[config.mk]
export PLATFORM = sky130hd
export DESIGN_NAME = boron_sbox_sequencer
export DESIGN_NICKNAME = d
export VERILOG_FILES = /design/src/rtl/boron_sbox_sequencer.sv
export SDC_FILE = /design/constraint.sdc
export NUM_CORES = 1
export LEC_CHECK = 0
export ABC_AREA = 1
export BUFFER_PORTS_ARGS = -buffer_cell sky130_fd_sc_hd__buf_4
export CAP_MARGIN = 20
export CORE_ASPECT_RATIO = 2
export CORE_MARGIN = 4
export CORE_UTILIZATION = 37
export CTS_BUF_LIST = sky130_fd_sc_hd__clkbuf_8
export DETAILED_ROUTE_END_ITERATION = 12
export GPL_TIMING_DRIVEN = 0
export HOLD_SLACK_MARGIN = 0.05
export SLEW_MARGIN = 20
export SYNTH_ARGS = -nofsm -noshare
export SYNTH_HDL_FRONTEND = slang
export SYNTH_SLANG_ARGS = --single-unit
[constraint.sdc]
create_clock -name clk -period 4.9 [get_ports clk]
set_clock_uncertainty 0.1 [all_clocks]
set_input_delay 0.735 -clock clk [delete_from_list [all_inputs] [get_ports clk]]
set_output_delay 0.735 -clock clk [all_outputs]
set_load 0.02 [all_outputs]
[src/rtl/boron_sbox_sequencer.sv]
// Nibble-serial substitution-layer controller for the Boron cipher datapath.
// A 64-bit state word is accepted over valid/ready, streamed LSB-first through
// LANES external 4-bit S-boxes (LANES nibbles per cycle), reassembled in place
// and returned over valid/ready. The S-boxes are combinational and live outside.
module boron_sbox_sequencer #(
  parameter int LANES = 1
) (
  input  logic                 clk,
  input  logic                 rst,
  input  logic                 flush,
  input  logic                 in_valid,
  output logic                 in_ready,
  input  logic [63:0]          in_data,
  output logic                 out_valid,
  input  logic                 out_ready,
  output logic [63:0]          out_data,
  output logic [4*LANES-1:0]   sbox_in,
  input  logic [4*LANES-1:0]   sbox_out,
  output logic                 busy
);

  localparam int STEPS = 16 / LANES;
  // One extra bit so the count can reach STEPS without wrapping inside a block.
  localparam int CNT_W = $clog2(STEPS) + 1;

  // Only lane counts that tile the 16 nibbles exactly are meaningful.
  if (LANES != 1 && LANES != 2 && LANES != 4 && LANES != 8 && LANES != 16) begin : g_lanes_check
    $error("boron_sbox_sequencer: LANES must be 1, 2, 4, 8 or 16");
  end

  typedef enum logic [1:0] {
    IDLE = 2'd0,
    SUB  = 2'd1,
    DONE = 2'd2
  } state_e;

  state_e           st_q, st_d;
  logic [CNT_W-1:0] cnt_q, cnt_d;
  logic [15:0][3:0] data_q, data_d;

  // Nibble index handled by lane j during step c: lanes cover consecutive
  // nibbles, steps walk upward from nibble 0 (LSB-first).
  function automatic logic [3:0] lane_idx(input logic [CNT_W-1:0] c, input int j);
    return 4'(int'(c) * LANES + j);
  endfunction

  // State, step counter and working word; reset and flush both abort the block.
  always_ff @(posedge clk) begin
    if (rst || flush) begin
      st_q   <= IDLE;
      cnt_q  <= '0;
      data_q <= '0;
    end else begin
      st_q   <= st_d;
      cnt_q  <= cnt_d;
      data_q <= data_d;
    end
  end

  // Next-state logic, in-place nibble substitution and handshake outputs.
  always_comb begin
    st_d      = st_q;
    cnt_d     = cnt_q;
    data_d    = data_q;
    in_ready  = 1'b0;
    out_valid = 1'b0;
    out_data  = '0;
    busy      = 1'b0;
    sbox_in   = '0;
    case (st_q)
      IDLE: begin
        in_ready = 1'b1;
        if (in_valid) begin
          data_d = in_data;
          cnt_d  = '0;
          st_d   = SUB;
        end
      end
      SUB: begin
        busy = 1'b1;
        for (int j = 0; j < LANES; j++) begin
          sbox_in[4*j +: 4]          = data_q[lane_idx(cnt_q, j)];
          data_d[lane_idx(cnt_q, j)] = sbox_out[4*j +: 4];
        end
        cnt_d = cnt_q + CNT_W'(1);
        if (cnt_q == CNT_W'(STEPS - 1)) begin
          st_d = DONE;
        end
      end
      DONE: begin
        busy      = 1'b1;
        out_valid = 1'b1;
        out_data  = data_q;
        if (out_ready) begin
          st_d = IDLE;
        end
      end
      default: begin
        st_d = IDLE;
      end
    endcase
  end

endmodule

==> metrics.md <==
| Metric | Value |
|---|---|
| Status | finished, final reports clean |
| Critical path class | flip-flop to output pin |
| R2R Setup Slk | 2530 ps |
| Leak pwr | 3.56 nW |
| Hold Fails Final Rpt | 0 |
| Instance count on the critical path | 7 |
| Post_cts resized | 0 |
| Post-route minimum period | 3360 ps |
| Initial Util | 37.5% |
| CTS tree | built |
| Pre-antenna DRT Iters | 5 |
| Cells after Synth | 890 |
| Synth cell types | 23 |
| Die Wd | 89.2 um |
| Via density | 4.88 |
| First-pass GRT wire length | 29.4 mm |
| Reg-to-reg startpoint | cnt_q[1] |
| Slowest stage cell on the critical path | clkbuf_1 |
| Rel. slew slack | 45.6% |
| Initial DRC count | 344 |
| CP startpoint | st_q[0] |
| Delay-heaviest family, CP | buffers and inverters |
| Ant. Diodes | 0 |
| Final net count | 1125 |
| Slew Viols, Final | 0 |
| Critical Path Sink Type | output pin |
| CTS clk-pin slew, worst paths | 80 ps |
| Skew-Pair Late Insertion Delay | 350 ps |
| Sequential cell area fraction in the yosys report | 29.2% |
| Clk root buf | clkbuf_8 |
| PD cells | 242 mW/mm2 |
| Total power | 1.53 mW |
| Post-CTS Setup Inserts | 0 |
| Gr usage total | 25.9% |
| Largest net degree at the start of global routing | 12 |
| Wire per inst | 15.9 um |
| CP endpoint | out_data[61] |
| WP buf/inv | 5 |
| Vias in the first global route | 5647 |
| # hold bufs at CTS | 0 |
| GR Overflow Total | 0 |
| Critical Path RT | 4070 ps |
| Layout cells sized above 1 | 18.5% |
| Final WL | 19.1 mm |
| Register bit count reported by yosys | 71 |
| Die Footprint | 0.0152 mm2 |
| CTS Buffer Depth | 2 |
| Synth-to-Final Area Change | 29.4% |
| H-tree depth | 3 |
| HPWL Detailed | 15.0 mm |
| Worst setup SP type | flip-flop |
| Row cnt | 59 |
| Crit-path cells | inv_1 > ha_1 > clkbuf_1 > clkbuf_1 > nand2_1 > inv_1 > buf_4 |
| YS warnings | 0 |
| Fmax | 0.298 GHz |
| Post-Syn Nets | 971 |
| Critical Path AT | 2520 ps |
| Max-cap violations | 0 |
| Period utilization | 68.5% |
| Antenna violations before repair | 1 |
| CP peak stage delay | 590 ps |
| Peak supply drop | 122 uV |
| Unrepaired setup endpoints after global routing | false |
| Core ar. | 0.0130 mm2 |
| Syn Area/Cell | 5.48 um2 |
| Slew @ Worst Pin | 816 ps |
| Die H | 170 um |
| Worst Hold Class | flip-flop to flip-flop |
| RePlAce Congestion | 0.964 |
| Buffers on Ports | 143 |
| Reg-to-Reg End | data_q[52] |
| Clock sinks | 71 |
| Total CTS buffers | 9 |
| Vias | 5844 |
| Setup TNS | 0 ps |
| R2R cell count | 9 |
| Critical path peak fanout | 10 |
| Final ANT Viol Nets | 0 |
| Number of setup violations in the final report | 0 |
| Drt drc | 0 |
| Synth Cell Area | 0.00488 mm2 |
| I/O pins | 144 |
[through the flow]
stage | instances | utilization [%] | setup WS [ps] | instance area (um2) | hold slack, ps
3_3_place_gp | 1185 | 47.3 | 1920 | 6140 | 352
4_1_cts | 1198 | 48.6 | 1500 | 6310 | 366
2_1_floorplan | 890 | - | 2600 | 4880 | 340
3_5_place_dp | 1185 | 47.3 | 1900 | 6140 | 354
5_1_grt | 1198 | 48.6 | 1390 | 6310 | 395
6_report | 1198 | 48.6 | 1540 | 6310 | 368
[kinds of logic (layout without fill, tap and decap cells)]
family	after synthesis	in the layout	share of synthesized area, %
fa+ha+maj	8	8	2.05
flops	71	71	29.2
compound gates	156	156	16.4
simple gates	457	457	36.6
buf+inv	198	354	15.9
[cell type report]
type / instances / area [um2]
fillers: 1508 / 6680
multi-input cells: 621 / 2680
flip-flops and latches: 71 / 1420
repair buffers: 143 / 1070
inverters: 157 / 589
well taps: 152 / 190
plain buffers: 41 / 184
clock buffers: 12 / 165
clock inverters: 1 / 5.00
[cells in the mapped netlist (all sizes together)]
| master | number | area, um2 |
|---|---|---|
| a21oi | 31 | 155 |
| buf | 18 | 97.6 |
| clkbuf | 23 | 86.3 |
| clkinv | 2 | 7.51 |
| dfxtp | 71 | 1420 |
| ha | 8 | 100 |
| inv | 155 | 582 |
| nand2 | 310 | 1170 |
| nand3 | 32 | 160 |
| nor2 | 111 | 422 |
| nor3 | 4 | 30.0 |
| o211ai | 1 | 7.51 |
| o21ai | 124 | 636 |
[routing by layer]
layer	GRT usage [%]	vias up	share of wire, %
li1	-	2999	-
met1	27.6	2589	36
met2	48.5	209	55
met3	3.78	45	5.2
met4	10.6	2	4.1
met5	0	-	0.058
[state kept, by name, indices dropped and copies added (netlist names)]
| name | flops |
|---|---|
| cnt_q | 5 |
| data_q | 64 |
| st_q | 2 |
[tightest hold or removal path: cells and delay by family, from the launching register on]
family / cells / cell delay [ps]
DFF: 1 / 310
and+or+nand+nor: 1 / 60
AOI/OAI and AO/OA: 1 / 50
[power breakdown]
part | internal, mW | switching [mW] | total, mW
registers | 0.617 | 0.0340 | 0.651
logic | 0.155 | 0.278 | 0.433
clock network | 0.217 | 0.228 | 0.445
[cell usage in the layout, fill, tap and decap left out]
cell	n
nand2_1	307
buf_4	146
inv_1	139
nor2_1	109
o21ai_0	72
dfxtp_1	71
o21ai_1	50
nand3_1	32
a21oi_1	31
clkbuf_1	23
inv_2	16
clkbuf_8	12
buf_2	9
ha_1	8
buf_1	5
nand2_2	3
clkinv_1	2
nor2_2	2
nor3_2	2
nor3_1	2
o21ai_4	1
buf_6	1
o211ai_1	1
o21ai_2	1
clkinv_2	1
[how the worst min path moves through the flow]
stage,slack (ps),from,end,depth (start not counted)
finish,370,cnt_q[4],cnt_q[4],2
global route,400,cnt_q[4],cnt_q[4],2
CTS,370,cnt_q[4],cnt_q[4],2
detailed placement,350,cnt_q[4],cnt_q[4],2
global placement,350,cnt_q[4],cnt_q[4],2
floorplan,340,cnt_q[4],cnt_q[4],2
Power figures use the tool's default switching activity.
